<file path="src/rtl/div_seq.sv">
// ---------------------------------------------------------------------------
// div_seq
//   Multi-cycle restoring divider. Divides an unsigned WIDTH-bit dividend by
//   an unsigned WIDTH-bit divisor, producing one quotient bit per clock.
//   Successor to the combinational div_top; meant to sit beside the ALU.
//
// Ports
//   clk          in   rising-edge clock
//   rst_n        in   asynchronous active-low reset
//   start        in   request pulse, sampled only while ready=1
//   sgn          in   (DIV_SEQ_SIGNED_EN only) operands are two's complement
//   a            in   dividend, captured on an accepted start
//   b            in   divisor, captured on an accepted start
//   ready        out  1 in IDLE or DONE, i.e. a start will be accepted
//   done         out  one-cycle pulse when q/r/div_by_zero become valid
//   q            out  quotient (registered, held until the next result)
//   r            out  remainder (registered, held until the next result)
//   div_by_zero  out  set with a zero divisor, held with q/r
//
// Configuration
//   DIV_SEQ_SIGNED_EN  adds the sgn input. Magnitudes are divided and the
//                      signs are applied as the result is loaded, so the
//                      signed path costs no extra cycles.
// ---------------------------------------------------------------------------
module div_seq #(
  parameter int WIDTH = 6
) (
  input  logic             clk,
  input  logic             rst_n,
  input  logic             start,
`ifdef DIV_SEQ_SIGNED_EN
  input  logic             sgn,
`endif
  input  logic [WIDTH-1:0] a,
  input  logic [WIDTH-1:0] b,
  output logic             ready,
  output logic             done,
  output logic [WIDTH-1:0] q,
  output logic [WIDTH-1:0] r,
  output logic             div_by_zero
);

  // Derived from WIDTH; kept local so it cannot be overridden.
  localparam int CNT_W = $clog2(WIDTH + 1);

  typedef enum logic [1:0] {
    IDLE = 2'd0,
    RUN  = 2'd1,
    DONE = 2'd2
  } state_t;

  state_t             state_q, state_d;
  logic [CNT_W-1:0]   cnt_q, cnt_d;
  logic [WIDTH-1:0]   rem_q, rem_d;
  logic [WIDTH-1:0]   shift_q, shift_d;
  logic [WIDTH-1:0]   divisor_q, divisor_d;
  logic [WIDTH-1:0]   quot_q, quot_d;
  logic [WIDTH-1:0]   remOut_q, remOut_d;
  logic               dbz_q, dbz_d;

  logic [WIDTH:0]     remShift;
  logic [WIDTH-1:0]   remSub;
  logic               remGeq;
  logic [WIDTH-1:0]   remNext;
  logic [WIDTH-1:0]   shiftNext;
  logic [WIDTH-1:0]   accMagA;
  logic [WIDTH-1:0]   accMagB;
  logic [WIDTH-1:0]   quotFinal;
  logic [WIDTH-1:0]   remFinal;

  // One restoring step. The shifted partial remainder carries an extra bit
  // so the compare against the divisor can never wrap. When the compare
  // passes, the true difference is below 2^WIDTH, so a WIDTH-bit subtract
  // is exact.
  assign remShift  = {rem_q, shift_q[WIDTH-1]};
  assign remGeq    = (remShift >= {1'b0, divisor_q});
  assign remSub    = remShift[WIDTH-1:0] - divisor_q;
  assign remNext   = remGeq ? remSub : remShift[WIDTH-1:0];
  assign shiftNext = {shift_q[WIDTH-2:0], remGeq};

`ifdef DIV_SEQ_SIGNED_EN
  logic accNegA, accNegB;
  logic negQ_q, negQ_d;
  logic negR_q, negR_d;

  // Negating -2^(WIDTH-1) gives the same bit pattern, which read unsigned
  // is the correct magnitude; the overflow case then wraps naturally.
  assign accNegA   = sgn & a[WIDTH-1];
  assign accNegB   = sgn & b[WIDTH-1];
  assign accMagA   = accNegA ? -a : a;
  assign accMagB   = accNegB ? -b : b;
  // Quotient truncates toward zero; remainder follows the dividend sign.
  assign quotFinal = negQ_q ? -shiftNext : shiftNext;
  assign remFinal  = negR_q ? -remNext : remNext;

  always_ff @(posedge clk or negedge rst_n) begin
    if (!rst_n) begin
      negQ_q <= 1'b0;
      negR_q <= 1'b0;
    end else begin
      negQ_q <= negQ_d;
      negR_q <= negR_d;
    end
  end
`else
  assign accMagA   = a;
  assign accMagB   = b;
  assign quotFinal = shiftNext;
  assign remFinal  = remNext;
`endif

  // State and datapath registers.
  always_ff @(posedge clk or negedge rst_n) begin
    if (!rst_n) begin
      state_q   <= IDLE;
      cnt_q     <= '0;
      rem_q     <= '0;
      shift_q   <= '0;
      divisor_q <= '0;
      quot_q    <= '0;
      remOut_q  <= '0;
      dbz_q     <= 1'b0;
    end else begin
      state_q   <= state_d;
      cnt_q     <= cnt_d;
      rem_q     <= rem_d;
      shift_q   <= shift_d;
      divisor_q <= divisor_d;
      quot_q    <= quot_d;
      remOut_q  <= remOut_d;
      dbz_q     <= dbz_d;
    end
  end

  // Next-state logic. IDLE and DONE share the accept path so a start in the
  // DONE cycle launches the next division back to back. Results are written
  // only on entry to DONE and otherwise hold.
  always_comb begin
    state_d   = state_q;
    cnt_d     = cnt_q;
    rem_d     = rem_q;
    shift_d   = shift_q;
    divisor_d = divisor_q;
    quot_d    = quot_q;
    remOut_d  = remOut_q;
    dbz_d     = dbz_q;
`ifdef DIV_SEQ_SIGNED_EN
    negQ_d    = negQ_q;
    negR_d    = negR_q;
`endif

    case (state_q)
      IDLE, DONE: begin
        if (start) begin
          divisor_d = accMagB;
          shift_d   = accMagA;
          rem_d     = '0;
          cnt_d     = CNT_W'(WIDTH);
`ifdef DIV_SEQ_SIGNED_EN
          negQ_d    = accNegA ^ accNegB;
          negR_d    = accNegA;
`endif
          if (b == '0) begin
            state_d  = DONE;
            quot_d   = '1;
            remOut_d = a;
            dbz_d    = 1'b1;
          end else begin
            state_d  = RUN;
          end
        end else if (state_q == DONE) begin
          state_d = IDLE;
        end
      end

      RUN: begin
        rem_d   = remNext;
        shift_d = shiftNext;
        cnt_d   = cnt_q - CNT_W'(1);
        if (cnt_q == CNT_W'(1)) begin
          state_d  = DONE;
          quot_d   = quotFinal;
          remOut_d = remFinal;
          dbz_d    = 1'b0;
        end
      end

      default: state_d = IDLE;
    endcase
  end

  assign ready       = (state_q != RUN);
  assign done        = (state_q == DONE);
  assign q           = quot_q;
  assign r           = remOut_q;
  assign div_by_zero = dbz_q;

endmodule

</file>
<file path="config.mk">
export PLATFORM = sky130hd
export DESIGN_NAME = div_seq
export DESIGN_NICKNAME = d
export VERILOG_FILES = /design/src/rtl/div_seq.sv
export SDC_FILE = /design/constraint.sdc
export NUM_CORES = 1
export LEC_CHECK = 0
export CAP_MARGIN = 20
export CORE_MARGIN = 2
export CORE_UTILIZATION = 50
export CTS_BUF_LIST = sky130_fd_sc_hd__clkbuf_4
export DETAILED_ROUTE_END_ITERATION = 8
export PLACE_DENSITY = 0.78
export SLEW_MARGIN = 20
export SYNTH_ARGS = -nofsm -noshare
export SYNTH_HDL_FRONTEND = slang
export SYNTH_SLANG_ARGS = --single-unit
</file>
<file path="constraint.sdc">
create_clock -name clk -period 1.8 [get_ports clk]
set_clock_uncertainty 0.05 [all_clocks]
set_input_delay 0.36 -clock clk [delete_from_list [all_inputs] [get_ports clk]]
set_output_delay 0.36 -clock clk [all_outputs]
set_load 0.01 [all_outputs]
</file>
==> results_dict.tcl, run 1 <==
set metrics [dict create \
    cts_buffer_depth 2 \
    htreeDepth 2 \
    peakVddDrop_mv 1.296 \
    grt_util_all_layers_pct 24.71 \
    cp-startpoint "divisor_q[0]$_DFFE_PN0P_" \
    seq_area_um2 900.9 \
    utilization_pct 74.79 \
    dp_slack_ns -0.2929 \
    r2r-end "r[3]$_DFFE_PN0P_" \
    relSlewSlack_pct 69.16 \
    antenna_found_initial 0 \
    io_pins 30 \
    fin_crit_sh_pct 109.3 \
    core_mm2 0.003633 \
    die_h_um 65.02 \
    cts-root-buf "clkbuf_4" \
    initial_core_util_pct 51.24 \
    fmax_mhz 508.5 \
    synth-seq-cells 36 \
    overflow 0 \
    clock-sinks 36 \
    multi_input_area_mm2 0.001040 \
    synth_flop_cell "dfrtp_1" \
    timing.final.crit_period_ns 1.967 \
    rr_worst_depth 8 \
    critPathKind "flop to flop" \
    rsz0062_at_grt "yes" \
    insertion_delay_ns 0.36 \
    required_ns 2.04 \
    hold_viol_final 0 \
    max_cap_viol_count 0 \
    hold_class "primary input to async pin" \
    grt_max_degree 37 \
    cp_data_arrival_time_ns 2.21 \
    drtPass1Iterations 4 \
    fillers 251 \
    r2r_start "divisor_q[0]$_DFFE_PN0P_" \
    vias 1684 \
    hold_slack_ns 0.3551 \
    r2r_slack_ns -0.17 \
    syn_inst 199 \
    grt_pass1_wl_mm 7.803 \
    drt.antenna.violating_nets 0 \
    final_common_cell "nand2_1" \
    p_leak_nw 1.219 \
    n_antenna_cell 0 \
    synth_edf_count 0 \
    cts_made_buffers 5 \
    endpoint_kind "flop" \
    final_cell_mix "nand2_1 (39), buf_4 (38), dfrtp_1 (36)" \
    mappedNetlistArea_mm2 0.001862 \
    rows 22 \
    drt-initial-drc-count 152 \
    path_max_fanout 3 \
    syn_nets 223 \
    outcome "finished, violations left" \
    drv_slew 0 \
    drive_gt1_share_pct 28.84 \
    critPathCapture "r[3]$_DFFE_PN0P_" \
    avgSynthCellArea_um2 9.356 \
    setup_tns_ns -1.104 \
    ys_seq_area_share_pct 48.39 \
    dieArea_mm2 0.004228 \
    grt_pass1_vias 1694 \
    finalWorstSetupSlack_ns -0.1667 \
    portBuffers 29 \
    worst_pin_slew_ns 0.4625 \
    nets 290 \
    avgRoutedWirePerCell_um 15.15 \
    die_w_um 65.02 \
    p_per_area_mw_per_mm2 2354 \
    yosysWarnings 0 \
    ys_async_sr_fraction_pct 100.0 \
    routed_wl_mm 4.773 \
    yosysUniqueCellTypes 40 \
    place_hpwl_mm 3.259 \
    avgViaCountPerCell 5.346 \
    setup_viol 12 \
    violations "negative setup slack" \
    cts_tree "yes" \
    gp_congestion 0.8511 \
    drc 0 \
    clkTransAtPathRegs_ns 0.13 \
    critPathLaunchType "flop" \
    areaGrowthSynthToFinish_pct 45.97 \
]
[registers in the layout (all words and copies together) (netlist names)]
name         cells
q                6
divisor_q        6
r                6
cnt_q            3
shift_q          6
rem_q            6
div_by_zero      1
state_q          2
[critical path, stage by stage, from the launching register on]
cell	delay [ns]
dfrtp_1	0.42
ha_4	0.17
buf_4	0.13
buf_4	0.13
nor2b_1	0.24
o22ai_1	0.16
xnor2_1	0.30
mux2i_2	0.16
a21oi_1	0.17
[power breakdown]
part	total, mW	internal [mW]	switching, mW
Sequential	1.44	1.21	0.231
Combinational	4.37	2.31	2.06
Clock	0.589	0.290	0.299
Total	6.40	3.81	2.59
[timing repair]
item / in CTS / in global routing
pin swaps: 10 / 6
hold buffers: 0 / 0
endpoints found under the setup margin: 16 / 15
buffers inserted: 2 / 2
gates resized for setup: 31 / 15
[metrics by stage]
stage	cells	instance area, µm²	power (mW)
6_report	315	2718	6.398
5_1_grt	315	2718	6.873
4_1_cts	313	2636	5.939
3_5_place_dp	303	2436	4.704
3_3_place_gp	303	2436	4.578
2_1_floorplan	199	1881	3.340
[metal layers]
| metal | vias to the layer above | routed length (µm) | track usage (%) |
|---|---|---|---|
| met5 | - | 0 | 0 |
| met4 | 0 | 135 | 11.20 |
| met3 | 11 | 249 | 6.076 |
| met2 | 53 | 2238 | 38.40 |
| met1 | 808 | 2150 | 32.76 |
| li1 | 812 | - | - |
[kinds of logic (layout without fill, tap and decap cells)]
| family | Yosys count | in the layout | synth area share [%] |
|---|---|---|---|
| compound gates | 54 | 54 | 17.34 |
| fa+ha+maj | 9 | 9 | 6.452 |
| flops | 36 | 36 | 48.39 |
| buf+inv | 20 | 88 | 5.712 |
| mux | 6 | 6 | 3.226 |
| xor+xnor | 3 | 3 | 1.412 |
| simple gates | 71 | 71 | 17.47 |
[area by class of cell]
| cell class | instances | share of cell area [%] |
|---|---|---|
| clock buffer | 5 | 1.381 |
| clock inverter | 3 | 1.565 |
| inverter | 11 | 1.519 |
| multi-input combinational | 143 | 38.26 |
| sequential | 36 | 33.15 |
| tap | 48 | 2.210 |
| timing repair buffer | 69 | 21.92 |
[synthesized netlist by cell type (all sizes together), types with 2 or more instances]
library cell / number / area [µm²]
a21oi: 12 / 63.81
a31oi: 5 / 31.28
and3: 5 / 31.28
buf: 5 / 42.53
clkbuf: 3 / 11.26
dfrtp: 36 / 900.9
ha: 8 / 100.1
inv: 10 / 37.54
mux2i: 6 / 60.06
nand2: 40 / 150.1
nand2b: 2 / 12.51
nor2: 10 / 37.54
nor2b: 7 / 43.79
o21a: 2 / 15.01
o21ai: 24 / 120.1
o22ai: 2 / 12.51
or3: 2 / 12.51
xnor2: 2 / 17.52
[how the worst min path moves through the flow]
stage | from | end | cells after the start
floorplan | rst_n | cnt_q[0]$_DFFE_PN0P_ | 0
global placement | div_by_zero$_DFFE_PN0P_ | div_by_zero$_DFFE_PN0P_ | 2
detailed placement | divisor_q[0]$_DFFE_PN0P_ | divisor_q[0]$_DFFE_PN0P_ | 2
CTS | rst_n | q[1]$_DFFE_PN0P_ | 2
global route | rst_n | r[3]$_DFFE_PN0P_ | 2
finish | rst_n | r[3]$_DFFE_PN0P_ | 2
(Power assumes the default switching activity.)
==> inputs of run 2 (changes only) <==
- CORE_UTILIZATION: 50 -> 48
- CTS_BUF_LIST: sky130_fd_sc_hd__clkbuf_4 -> not set
- PLACE_DENSITY: 0.78 -> 0.76
==> run 2 against run 1 <==
Compared with the run above: the flow still finishes with violations (negative setup slack); hold slack improved by 0.076 ns; first-iteration DRC count fell by 14%; core utilization grew 0.41 points; register-to-register slack improved by 0.10 ns.
==> results_dict.tcl, run 2 (synthesis gave the netlist of run 1 again) <==
set metrics [dict create \
    critPathLaunchType "flop" \
    cts_tree "yes" \
    avgRoutedWirePerCell_um 15.36 \
    dp_slack_ns -0.2984 \
    peakVddDrop_mv 1.254 \
    clkTransAtPathRegs_ns 0.07 \
    worst_pin_slew_ns 0.4559 \
    areaGrowthSynthToFinish_pct 48.99 \
    relSlewSlack_pct 69.61 \
    gp_congestion 0.8325 \
    n_antenna_cell 0 \
    grt_util_all_layers_pct 23.91 \
    initial_core_util_pct 50.47 \
    die_w_um 66.28 \
    hold_class "primary input to async pin" \
    cts-root-buf "clkbuf_8" \
    p_leak_nw 1.245 \
    required_ns 1.93 \
    core_mm2 0.003689 \
    dpl_cell_area_mm2 0.002464 \
    critical-path-max-stage-delay_ns 0.37 \
    grt_pass1_vias 1627 \
    path_cells "inv_2 > ha_4 > inv_2 > fa_2 > a21o_2 > a21oi_2 > xnor2_1 > mux2i_1 > a21oi_1" \
    cts_made_buffers 5 \
    p_per_area_mw_per_mm2 2334 \
    htreeDepth 2 \
    grt_use_met3_pct 6.474 \
    final_cell_mix "nand2_1 (38), buf_4 (38), dfrtp_1 (36)" \
    cp-startpoint "shift_q[5]$_DFFE_PN0P_" \
    drive_gt1_share_pct 31.46 \
    fmax_mhz 535.9 \
    antenna_found_initial 0 \
    max_cap_viol_count 0 \
    grt_busiest_layer "met2" \
    hold_viol_final 0 \
    setup_viol 6 \
    crit_path_frequent_cell "inv_2" \
    fin_crit_sh_pct 103.7 \
    outcome "finished, violations left" \
    path_max_fanout 3 \
    finalWorstSetupSlack_ns -0.06614 \
    drtPass1Iterations 4 \
    drt.antenna.violating_nets 0 \
    endpoint_kind "flop" \
    avgViaCountPerCell 5.337 \
    rows 22 \
    drc 0 \
    ctsHoldBuffers 0 \
    crit_slowest_cell "dfrtp_1" \
    cp_data_arrival_time_ns 1.99 \
    grt_pass1_wl_mm 7.590 \
    dieArea_mm2 0.004393 \
    violations "negative setup slack" \
    overflow 0 \
    nets 290 \
    insertion_delay_ns 0.30 \
    io_pins 30 \
    routed_wl_mm 4.837 \
    rsz0062_at_grt "yes" \
    critPathKind "flop to flop" \
    r2r_start "shift_q[5]$_DFFE_PN0P_" \
    grt_max_degree 37 \
    use_met1_pct 31.05 \
    timing.final.crit_period_ns 1.866 \
    cts_buffer_depth 2 \
    place_hpwl_mm 3.411 \
    die_h_um 66.28 \
    vias 1681 \
    total_power_mw 6.474 \
    portBuffers 29 \
    clock-sinks 36 \
    drt-initial-drc-count 130 \
    drv_slew 0 \
    met2_usage_pct 38.25 \
    rr_worst_depth 9 \
    final_area_mm2 0.002774 \
]
==> run 2: layout make-up <==
cell class,instances,area [µm²]
clock buffers,6,72.57
inverters,11,41.29
well taps,48,60.06
repair buffers,69,608.1
clock inverters,2,35.03
flip-flops and latches,36,900.9
fillers,263,914.6
multi-input cells,143,1056
==> run 2: report_power, final <==
part           switching, mW  total, mW  internal (mW)
sequential             0.258       1.47           1.21
clock                  0.295      0.706          0.411
combinational           2.00       4.30           2.29
==> run 2: worst max-delay path, delay by kind of cell (launching register included) <==
family | cells | cell delay, ns
multiplexers | 1 | 0.21
XOR/XNOR | 1 | 0.08
adder cells (fa/ha/maj) | 2 | 0.49
buffers and inverters | 2 | 0.12
flip-flops | 1 | 0.37
AO/OA/AOI/OAI | 3 | 0.44
==> run 2: worst paths after layout <==
path | endpoint | slack (ns)
min in group clk | div_by_zero$_DFFE_PN0P_ | 0.45
setup reg to reg | r[4]$_DFFE_PN0P_ | -0.07
max in group asynchronous | divisor_q[1]$_DFFE_PN0P_ | 0.94
hold reg to reg | div_by_zero$_DFFE_PN0P_ | 0.45
hold / removal | q[3]$_DFFE_PN0P_ | 0.43
setup / recovery | r[4]$_DFFE_PN0P_ | -0.07
==> run 2: metal layers <==
| layer | vias up | share of wire, % |
|---|---|---|
| met5 | - | 0 |
| met4 | 0 | 1.5 |
| met2 | 43 | 49 |
| met1 | 816 | 45 |
| met3 | 7 | 4.7 |
| li1 | 815 | - |
==> run 2: through the flow <==
stage | util, % | setup TNS, ns | cells | hold WS (ns)
2_1_floorplan | - | 0 | 199 | 0.01441
3_3_place_gp | 66.79 | -3.478 | 305 | 0.4110
3_5_place_dp | 66.79 | -4.250 | 305 | 0.4250
4_1_cts | 72.69 | -0.2430 | 315 | 0.4418
5_1_grt | 75.20 | -0.7219 | 315 | 0.4662
6_report | 75.20 | -0.2484 | 315 | 0.4307
==> run 2: repair_timing <==
action                                 4_1_cts  5_1_grt
gates resized for setup                     25       26
pin swaps                                   12       10
buffers inserted                             2        0
setup endpoints to repair                   15       20
endpoints found under the hold margin        0        0
==> inputs of run 3 (changes only) <==
- CAP_MARGIN: 20 -> not set
==> results of run 3 <==
Final layout, timing and power as in run 2 (identical DEF).
